--- src/rtl/button_event_arbiter.sv ---
// button_event_arbiter
// Collects single-cycle event pulses (one bit per field), holds each as a
// pending request and serialises them round-robin onto a valid/ready event
// stream. A pulse that arrives while its field is already pending coalesces
// with it and sets a sticky per-field overflow flag, so no event is lost
// without trace. All outputs are registered.
module button_event_arbiter #(
    parameter int FIELDS = 4,
    localparam int IDX_W = (FIELDS > 1) ? $clog2(FIELDS) : 1
) (
    input  logic              clk_in,
    input  logic              rst_in,
    input  logic [FIELDS-1:0] pulses_in,
    input  logic              enable_in,
    input  logic              clear_in,
    output logic              event_valid_out,
    input  logic              event_ready_in,
    output logic [IDX_W-1:0]  event_idx_out,
    output logic [FIELDS-1:0] pending_out,
    output logic [FIELDS-1:0] overflow_out
);

    // Round-robin pointer: the field the next grant scan starts from.
    logic [IDX_W-1:0]  ptr;

    logic              slot_free;
    logic              grant_valid;
    logic [IDX_W-1:0]  grant_idx;
    logic [IDX_W-1:0]  ptr_next;
    logic              do_grant;
    logic [FIELDS-1:0] new_pulses;
    logic [FIELDS-1:0] granted_mask;
    logic [FIELDS-1:0] pending_next;
    logic [FIELDS-1:0] overflow_next;

    // Lowest-index candidates at/after the pointer and anywhere; together
    // they implement a circular scan ptr, ptr+1, ... without modulo indexing.
    logic              hi_hit;
    logic [IDX_W-1:0]  hi_idx;
    logic              lo_hit;
    logic [IDX_W-1:0]  lo_idx;

    assign slot_free  = !event_valid_out || event_ready_in;
    assign new_pulses = enable_in ? pulses_in : '0;

    // Rotating-priority grant selection starting at ptr.
    always_comb begin
        // NOTE: every variable assigned in always_comb gets a default first,
        // otherwise any path that skips an assignment infers a latch.
        hi_hit = 1'b0;
        hi_idx = '0;
        lo_hit = 1'b0;
        lo_idx = '0;
        // Descending scan: the last hit written is the lowest matching index.
        for (int i = FIELDS - 1; i >= 0; i--) begin
            if (pending_out[i]) begin
                lo_hit = 1'b1;
                lo_idx = IDX_W'(i);
                if (IDX_W'(i) >= ptr) begin
                    hi_hit = 1'b1;
                    hi_idx = IDX_W'(i);
                end
            end
        end
        grant_valid = lo_hit;
        grant_idx   = hi_hit ? hi_idx : lo_idx;
        ptr_next    = (grant_idx == IDX_W'(FIELDS - 1)) ? '0 : grant_idx + IDX_W'(1);
    end

    assign do_grant = slot_free && grant_valid;

    // Pending/overflow update: granted bit clears, a new pulse re-arms it, and
    // a pulse onto a pending bit that is not being granted counts as overflow.
    always_comb begin
        granted_mask = '0;
        for (int i = 0; i < FIELDS; i++) begin
            granted_mask[i] = do_grant && (grant_idx == IDX_W'(i));
        end
        pending_next  = (pending_out & ~granted_mask) | new_pulses;
        overflow_next = overflow_out | (new_pulses & pending_out & ~granted_mask);
    end

    // State registers: reset beats clear, clear beats normal operation.
    always_ff @(posedge clk_in) begin
        // NOTE: sequential state uses non-blocking assignments so every
        // register samples pre-edge values regardless of statement order.
        if (rst_in) begin
            event_valid_out <= 1'b0;
            event_idx_out   <= '0;
            pending_out     <= '0;
            overflow_out    <= '0;
            ptr             <= '0;
        end else if (clear_in) begin
            // Pointer and last index deliberately survive a flush.
            event_valid_out <= 1'b0;
            pending_out     <= '0;
            overflow_out    <= '0;
        end else begin
            pending_out  <= pending_next;
            overflow_out <= overflow_next;
            if (slot_free) begin
                event_valid_out <= grant_valid;
                if (grant_valid) begin
                    event_idx_out <= grant_idx;
                    ptr           <= ptr_next;
                end
            end
        end
    end

endmodule

--- config.mk ---
export PLATFORM = sky130hd
export DESIGN_NAME = button_event_arbiter
export DESIGN_NICKNAME = d
export VERILOG_FILES = /design/src/rtl/button_event_arbiter.sv
export SDC_FILE = /design/constraint.sdc
export NUM_CORES = 1
export LEC_CHECK = 0
export BUFFER_PORTS_ARGS = -buffer_cell sky130_fd_sc_hd__buf_2
export CAP_MARGIN = 20
export CELL_PAD_IN_SITES_DETAIL_PLACEMENT = 0
export CELL_PAD_IN_SITES_GLOBAL_PLACEMENT = 1
export CORE_MARGIN = 3
export CORE_UTILIZATION = 23
export CTS_BUF_LIST = sky130_fd_sc_hd__clkbuf_8
export CTS_CLUSTER_SIZE = 8
export DETAILED_ROUTE_END_ITERATION = 8
export PLACE_DENSITY = 0.64
export SLEW_MARGIN = 10
export SYNTH_ARGS = -nofsm -noshare
export SYNTH_HDL_FRONTEND = slang
export SYNTH_SLANG_ARGS = --single-unit
--- constraint.sdc ---
create_clock -name clk_in -period 2.36 [get_ports clk_in]
set_input_delay 0.118 -clock clk_in [delete_from_list [all_inputs] [get_ports clk_in]]
set_output_delay 0.118 -clock clk_in [all_outputs]
set_load 0.02 [all_outputs]
# Word level (Yosys, flattened, before mapping)
# Index checks and enable logic that the tools add are counted.
[op_classes] addsub=1 multipliers=0 n_div=0 order_cmp=4 n_eq_ne=3 n_shift=0 n_mux=27 n_bitwise=7 n_reduce_logical=10
[ops] operator="$mux W2" n=14
[ops] operator="$and A4 B4 Y4" n=3
[ops] operator="$mux W1" n=12
[ops] operator="$or A4 B4 Y4" n=2
[ops] operator="$logic_and A1 B1 Y1" n=5
[ops] operator="$eq A2 B2 Y1 const B" n=2
[ops] operator="$ge A1 B2 Y1 const A" n=2
[ops] operator="$ge A2 B2 Y1 const A" n=2
[ops] operator="$mux W4" n=1
[ops] operator="$not A4 Y4" n=1
[ops] operator="$reduce_and A3 Y1" n=1
[ops] operator="$add A2 B1 Y2 const B" n=1
[ops] operator="$eq A2 B1 Y1 const B" n=1
[ops] operator="$logic_not A2 Y1" n=1
[ops] operator="$reduce_or A2 Y1" n=1
[ops] operator="$logic_not A1 Y1" n=1
[ops] operator="$logic_or A1 B1 Y1" n=1
[ops] operator="$not A1 Y1" n=1
[totals] register_bits=13 latchBits=0 ramBits=0 mem_bits_ro=0 out_inout_bits=11 wordCells=57 memories=0

# Depth between registers and ports, before layout
# Gate-level depths: netlist of the first run.
[depth] depth_word=15 ltp_mapped=8 depth_no_buf=8

# Least setup slack after synthesis of the first run
# OpenSTA, ideal clock, no wires.
[synth_path] kind="reg2reg" start="register pending_out[1]" end="register ptr[0]" setup_time_ns=0.092 arrival_time_ns=1.891 t_required_ns=2.268 setup_slack_ns=0.377 stages_incl_launch_ff=8 n_path_buf=0 path_cell_list="dfxtp_1 -> or2b_2 -> a21oi_1 -> o32ai_1 -> inv_1 -> ha_1 -> or3_1 -> o32ai_1"
[synth_between] elab_chain_len=6
[synth_rtl] element="start: declaration" line_no="19" text="output logic [FIELDS-1:0] pending_out,"
[synth_rtl] element="start signal: assignment" line_no="99" text="pending_out <= pending_next;"
[synth_rtl] element="$mux W2 / $mux W1 (equally long branches)" line_no="56" text="if (pending_out[i]) begin"
[synth_rtl] element="$mux W2 / $mux W1 (equally long branches)" line_no="59" text="if (IDX_W'(i) >= ptr) begin"
[synth_rtl] element="$mux W2 / $mux W1 (equally long branches)" line_no="56"
[synth_rtl] element="$mux W2 (*)" line_no="66" text="grant_idx = hi_hit ? hi_idx : lo_idx;"
[synth_rtl] element="named net grant_idx[1]" line_no="28" text="logic [IDX_W-1:0] grant_idx;"
[synth_rtl] element="$eq A2 B2 Y1 (*)" line_no="67" text="ptr_next = (grant_idx == IDX_W'(FIELDS - 1)) ? '0 : grant_idx + IDX_W'(1);"
[synth_rtl] element="$mux W2 (*)" line_no="67"
[synth_rtl] element="end signal: assignment" line_no="105" text="ptr <= ptr_next;"
[synth_rtl] element="end: declaration" line_no="24" text="logic [IDX_W-1:0] ptr;"
# Mark *: on every way through the listed nets, which the timed path passes. The rest lies on a longest branch.
# A chain may end at the register's enable or synchronous reset.

# Worst setup path in the final report of the first run
# Same ends and word-level chain as after synthesis.

==> results by group, run 1 <==
Timing
  – Relative slew margins: 0.660
  – Transition at the pin with the smallest max-transition slack: 0.505 ns
  – Setup clock skew after layout: 0.000794 ns
  – Unrepaired setup endpoints after global routing: false
  – # setup viols final: 0
  – Max Slew Vio Count: 0
  – Number of endpoints with negative hold slack in the final report: 0
  – Achievable Freq: 501 MHz
  – Total Negative Setup Slacks: 0 ns
  – Min Clock Period, post-route: 2.00 ns
  – Fin crit share: 0.847

CTS
  – Clock edge transition at the registers on the reported setup and hold paths: 0.05 ns
  – Clock tree from TritonCTS: yes
  – Number of H-tree levels: 1
  – TritonCTS sink count: 13
  – Maximum number of buffers from clock root to sink: 2
  – Post-CTS sizing: 0
  – # Post-CTS Setup Buffers: 0
  – Post-CTS Hold Fix Bufs: 0
  – Total clock buffers created by CTS: 3
  – Clock latency of the later-clocked register in the worst-skew pair: 0.24 ns
  – Root buf cell: sky130_fd_sc_hd__clkbuf_8

Floorplan
  – Die Span X: 57.9 um
  – Die Y-Extent: 57.9 um
  – Core outline area: 2520 um^2
  – I/O pin count: 20
  – Num rows: 18
  – Initial core utilization: 0.246
  – Total Die Area: 3360 um^2

Pwr
  – Leakage Power: 0.350 nW
  – Combinational cell fraction of total power: 0.130
  – Part of the total power dissipated in sequential elements: 0.477
  – Switching power: 0.123 mW
  – Switching portion of total power: 0.250
  – Clk pwr share: 0.393
  – IR Drop Worst-Case VDD: 0.336 mV
  – Power per cell area: 620 nW/um^2
  – Internal power of the cells: 0.368 mW

Synth
  – Post-synth net total: 82
  – Number of distinct library cells after synthesis: 25
  – Post-Synthesis Cell Area: 621 um^2
  – Register bit total from synthesis: 13
  – Synthesized instance count: 69
  – Avg Inst Size Synth: 8.99 um^2
  – Cell taking the most area after synthesis: sky130_fd_sc_hd__dfxtp_1
  – Number of warnings printed during yosys synthesis: 0
  – Share of Yosys cell area claimed by the top area cell type: 0.419
  – Sequential element share of the synthesized area: 0.419
  – Cell types occupying the most area after synthesis: sky130_fd_sc_hd__dfxtp_1 42%, sky130_fd_sc_hd__ha_1 8.1%, sky130_fd_sc_hd__nor2_1 6.7%

Final layout
  – # nets final: 104
  – Cell area after layout: 791 um^2
  – Non-filler cells in the finished layout: 120
  – # diodes: 0
  – Area of combinational cells with multiple inputs: 342 um^2
  – Fillers: 272
  – Area overhead of the layout relative to synthesis: 27.4%
  – Register area: 260 um^2
  – Share of post-route cells with drive strength above 1: 0.300

Global route
  – Residual overflow from global routing: 0
  – GRT Total Usage: 0.0939
  – Antenna violations before repair: 0
  – Largest net degree at the start of global routing: 10
  – Number of global-route vias before repair: 582
  – Global-route wire length before repair: 2400 um

Route
  – Routed length per placed instance: 11.3 um
  – Vias per cell: 4.76
  – Detail Route Antenna Nets: 0
  – Violation count after the first detailed-route iteration: 12
  – Wire length reported by the detailed router: 1360 um
  – Via count: 571
  – Drt pass-1 iters: 4
  – Residual DRC: 0

Placement
  – Input/output buffers: 19
  – Detailed placement HPWL: 1060 um
  – Number of placed instances, taps included: 116
  – Gp weighted congestion: 0.682
  – Cell Area, Placed: 746 um^2

Critical path
  – Slowest Stage Delay on Critical Path: 0.43 ns
  – CP Cell Sequence: or2b_2 > a21oi_1 > o32ai_1 > inv_1 > ha_1 > or3_1 > o32ai_1
  – Cell type of the slowest stage on the worst timing path: sky130_fd_sc_hd__o32ai_1
  – Critical path start-end classification: reg2reg
  – Crit Path Max Fanout: 7
  – Worst Setup Start Kind: flip-flop
  – Crit end category: flip-flop
  – Crit path DAT: 2.15 ns
  – Req. time, crit path: 2.51 ns
  – Worst path most repeated cell: sky130_fd_sc_hd__o32ai_1

Min path
  – Path class of the lowest-slack min-delay path: in2reg

Run
  – Number of max-capacitance violations reported: 0

Outcome
  – Run status: finished, final reports clean
-- flip-flops by register name (all words and copies together) (netlist names) --
signal and count:
event_idx_out 2, event_valid_out 1, overflow_out 4, pending_out 4, ptr 2
-- cell families after synthesis --
logic type | Yosys count | synth area share
fa+ha+maj | 4 | 0.0806
simple gates | 29 | 0.250
buf+inv | 5 | 0.0302
flops | 13 | 0.419
compound gates | 18 | 0.220
-- cells in the mapped netlist, drive strengths merged --
master and instances:
a22o 2, nor4 1, a22oi 4, ha 4
buf 1, o32ai 2, nand2b 1, nor3 2
nor2 11, o21a 1, nand2 4, or2b 2
clkbuf 1, inv 3, a41oi 4, or3 2
a21oi 4, nor2b 5, a211oi 1, or2 1
dfxtp 13
-- worst max-delay path, delay by kind of cell, from the launching register on --
family	cells	cell delay (ns)
flip-flops	1	0.42
adder cells (fa/ha/maj)	1	0.23
AND/OR/NAND/NOR	2	0.52
buffers and inverters	1	0.15
AO/OA/AOI/OAI	3	0.58
-- metal layers --
layer / global-route usage / part of all wire / vias up
met5: 0 / 0 / -
met4: 0.0695 / 0.028 / 0
met3: 0.0223 / 0.034 / 5
met2: 0.153 / 0.48 / 12
met1: 0.106 / 0.46 / 265
li1: - / - / 289
-- area by class of cell --
class | count | area share
Multi-Input combinational cell | 51 | 0.432
Sequential cell | 13 | 0.329
Tap cell | 30 | 0.0475
Inverter | 3 | 0.0142
Clock inverter | 1 | 0.00475
Clock buffer | 3 | 0.0522
Timing Repair Buffer | 19 | 0.120
-- power groups by stage --
stage / clock network (mW) / registers [mW] / logic, mW
2_1_floorplan: 0 / 0.242 / 0.0380
3_3_place_gp: 0 / 0.239 / 0.0651
3_5_place_dp: 0 / 0.239 / 0.0643
4_1_cts: 0.197 / 0.234 / 0.0647
5_1_grt: 0.210 / 0.235 / 0.0722
6_report: 0.193 / 0.234 / 0.0638
-- path summary, 6_finish.rpt --
kind | slack, ns | from | endpoint | depth (start not counted)
setup / recovery | 0.36 | pending_out[1]$_SDFF_PP0_ | ptr[0]$_SDFFE_PP0P_ | 7
hold / removal | 0.12 | rst_in | ptr[1]$_SDFFE_PP0P_ | 2
setup reg to reg | 0.36 | pending_out[1]$_SDFF_PP0_ | ptr[0]$_SDFFE_PP0P_ | 7
hold reg to reg | 0.47 | overflow_out[3]$_SDFF_PP0_ | overflow_out[3]$_SDFF_PP0_ | 2
-- metrics by stage --
step / util / power (mW) / hold slack [ns] / setup WS [ns]
floorplan: - / 0.280 / 0.191 / 0.377
global placement: 0.296 / 0.304 / 0.370 / 0.414
detailed placement: 0.296 / 0.303 / 0.373 / 0.354
CTS: 0.313 / 0.496 / 0.117 / 0.348
global route: 0.313 / 0.518 / 0.133 / 0.148
finish: 0.313 / 0.491 / 0.123 / 0.362
-- cell usage in the layout, fill, tap and decap left out, drive strengths merged, types with 2 or more instances in the layout --
master and count:
a22o 2, nand2 4, inv 4, or3 2, a22oi 4, nor3 2
dfxtp 13, or2b 2, o32ai 2, a21oi 4, a41oi 4, clkbuf 3
ha 4, nor2b 5, buf 19, nor2 11
No activity file was read; power rests on OpenSTA's default activity.
==> run 2: changes to the inputs <==
clock period = 2 ns   (was 2.36 ns; I/O delays follow)
==> results by group, run 2 (synthesized netlist as in run 1, its figures left out) <==
Pwr
  – Power per cell area: 726 nW/um^2
  – Leakage Power: 0.361 nW
  – Final Power: 0.590 mW
  – IR Drop Worst-Case VDD: 0.362 mV

Floorplan
  – Die Span X: 57.9 um
  – Num rows: 18
  – Die Y-Extent: 57.9 um
  – I/O pin count: 20
  – Total Die Area: 3360 um^2
  – Core outline area: 2520 um^2
  – Initial core utilization: 0.246

Route
  – Residual DRC: 0
  – Drt pass-1 iters: 3
  – Wire length reported by the detailed router: 1390 um
  – Detail Route Antenna Nets: 0
  – Via count: 562
  – Routed length per placed instance: 11.4 um
  – Vias per cell: 4.61
  – Violation count after the first detailed-route iteration: 14

Global route
  – Global-route wire length before repair: 2390 um
  – Antenna violations before repair: 0
  – Largest net degree at the start of global routing: 10
  – GRT Total Usage: 0.0968
  – Number of global-route vias before repair: 536
  – Residual overflow from global routing: 0

Final layout
  – Top flop regs: overflow_out (4), pending_out (4)
  – # diodes: 0
  – Commonest non-fill, non-tap cells in the layout: 19 x sky130_fd_sc_hd__buf_2, 13 x sky130_fd_sc_hd__dfxtp_1, 11 x sky130_fd_sc_hd__nor2_1, 5 x sky130_fd_sc_hd__nor2b_1
  – Most frequent standard cell in the layout excluding fill and tap cells: sky130_fd_sc_hd__buf_2
  – Share of post-route cells with drive strength above 1: 0.326
  – Area overhead of the layout relative to synthesis: 31.0%
  – Util after Layout: 0.322
  – # nets final: 106

Critical path
  – Cell family contributing the most delay on the critical path: simple AND/OR/NAND/NOR gates
  – Crit Path Max Fanout: 7
  – Crit end category: flip-flop
  – Crit path DAT: 1.96 ns
  – Number of buffer and inverter stages on the critical path: 1
  – Req. time, crit path: 2.15 ns
  – Critical path start-end classification: reg2reg
  – CP Cell Sequence: or2b_2 > a21oi_1 > o32ai_2 > inv_1 > ha_1 > or3_1 > o32ai_1
  – Cell type of the slowest stage on the worst timing path: sky130_fd_sc_hd__dfxtp_1
  – Worst Setup Start Kind: flip-flop
  – Slowest Stage Delay on Critical Path: 0.42 ns

Timing
  – Min Clock Period, post-route: 1.80 ns
  – Max Slew Vio Count: 0
  – Worst slack on hold paths: 0.0971 ns
  – Number of endpoints with negative hold slack in the final report: 0
  – Setup slack after layout: 0.196 ns
  – Achievable Freq: 554 MHz
  – Relative slew margins: 0.758
  – # setup viols final: 0
  – Unrepaired setup endpoints after global routing: false
  – Setup clock skew after layout: 0.00127 ns
  – Fin crit share: 0.902
  – Transition at the pin with the smallest max-transition slack: 0.361 ns
  – Total Negative Setup Slacks: 0 ns

Outcome
  – Run status: finished, final reports clean

CTS
  – Clock tree from TritonCTS: yes
  – Number of H-tree levels: 1
  – Clock latency of the later-clocked register in the worst-skew pair: 0.24 ns
  – Post-CTS Hold Fix Bufs: 0
  – Clock edge transition at the registers on the reported setup and hold paths: 0.05 ns
  – Maximum number of buffers from clock root to sink: 2
  – Post-CTS sizing: 0
  – TritonCTS sink count: 13
  – # Post-CTS Setup Buffers: 0
  – Root buf cell: sky130_fd_sc_hd__clkbuf_8
  – Total clock buffers created by CTS: 3

Min path
  – Path class of the lowest-slack min-delay path: in2reg

Placement
  – Detailed placement HPWL: 1070 um
  – Input/output buffers: 19
  – Setup WS pre-CTS: 0.117 ns
  – Gp weighted congestion: 0.685

Run
  – Number of max-capacitance violations reported: 0
[run 2: cell types whose count changed in the layout (fill, tap and decap cells not counted), sizes merged]
cell / delta
buf: +2
[run 2: report_power, final]
group | switching (mW) | internal [mW] | total [mW]
sequential | 0.00937 | 0.267 | 0.277
combinational | 0.0459 | 0.0374 | 0.0833
clock | 0.0946 | 0.136 | 0.230
total | 0.150 | 0.440 | 0.590
[run 2: cell type report]
cell class	instances	area, um^2
Inverter	3	11.3
Tap cell	30	37.5
Fill cell	278	1710
Sequential cell	13	260
Multi-Input combinational cell	51	349
Clock inverter	1	3.75
Timing Repair Buffer	21	110
Clock buffer	3	41.3
[run 2: through the flow]
stage / cell area (um^2) / std cells
floorplan: 621 / 69
global placement: 761 / 118
detailed placement: 761 / 118
CTS: 806 / 122
global route: 813 / 122
finish: 813 / 122
[run 2: worst paths after layout]
check | startpoint | end | slack (ns) | cells after the start
setup reg to reg | pending_out[1]$_SDFF_PP0_ | ptr[0]$_SDFFE_PP0P_ | 0.20 | 7
hold / removal | rst_in | ptr[1]$_SDFFE_PP0P_ | 0.1 | 2
hold reg to reg | overflow_out[3]$_SDFF_PP0_ | overflow_out[3]$_SDFF_PP0_ | 0.47 | 2
setup / recovery | pending_out[1]$_SDFF_PP0_ | ptr[0]$_SDFFE_PP0P_ | 0.20 | 7
[run 2: routing by layer]
layer	wire, um	track usage	part of all wire
met1	659	0.117	0.48
met3	60	0.0267	0.043
met2	637	0.142	0.46
met5	0	0	0
met4	29	0.0795	0.021
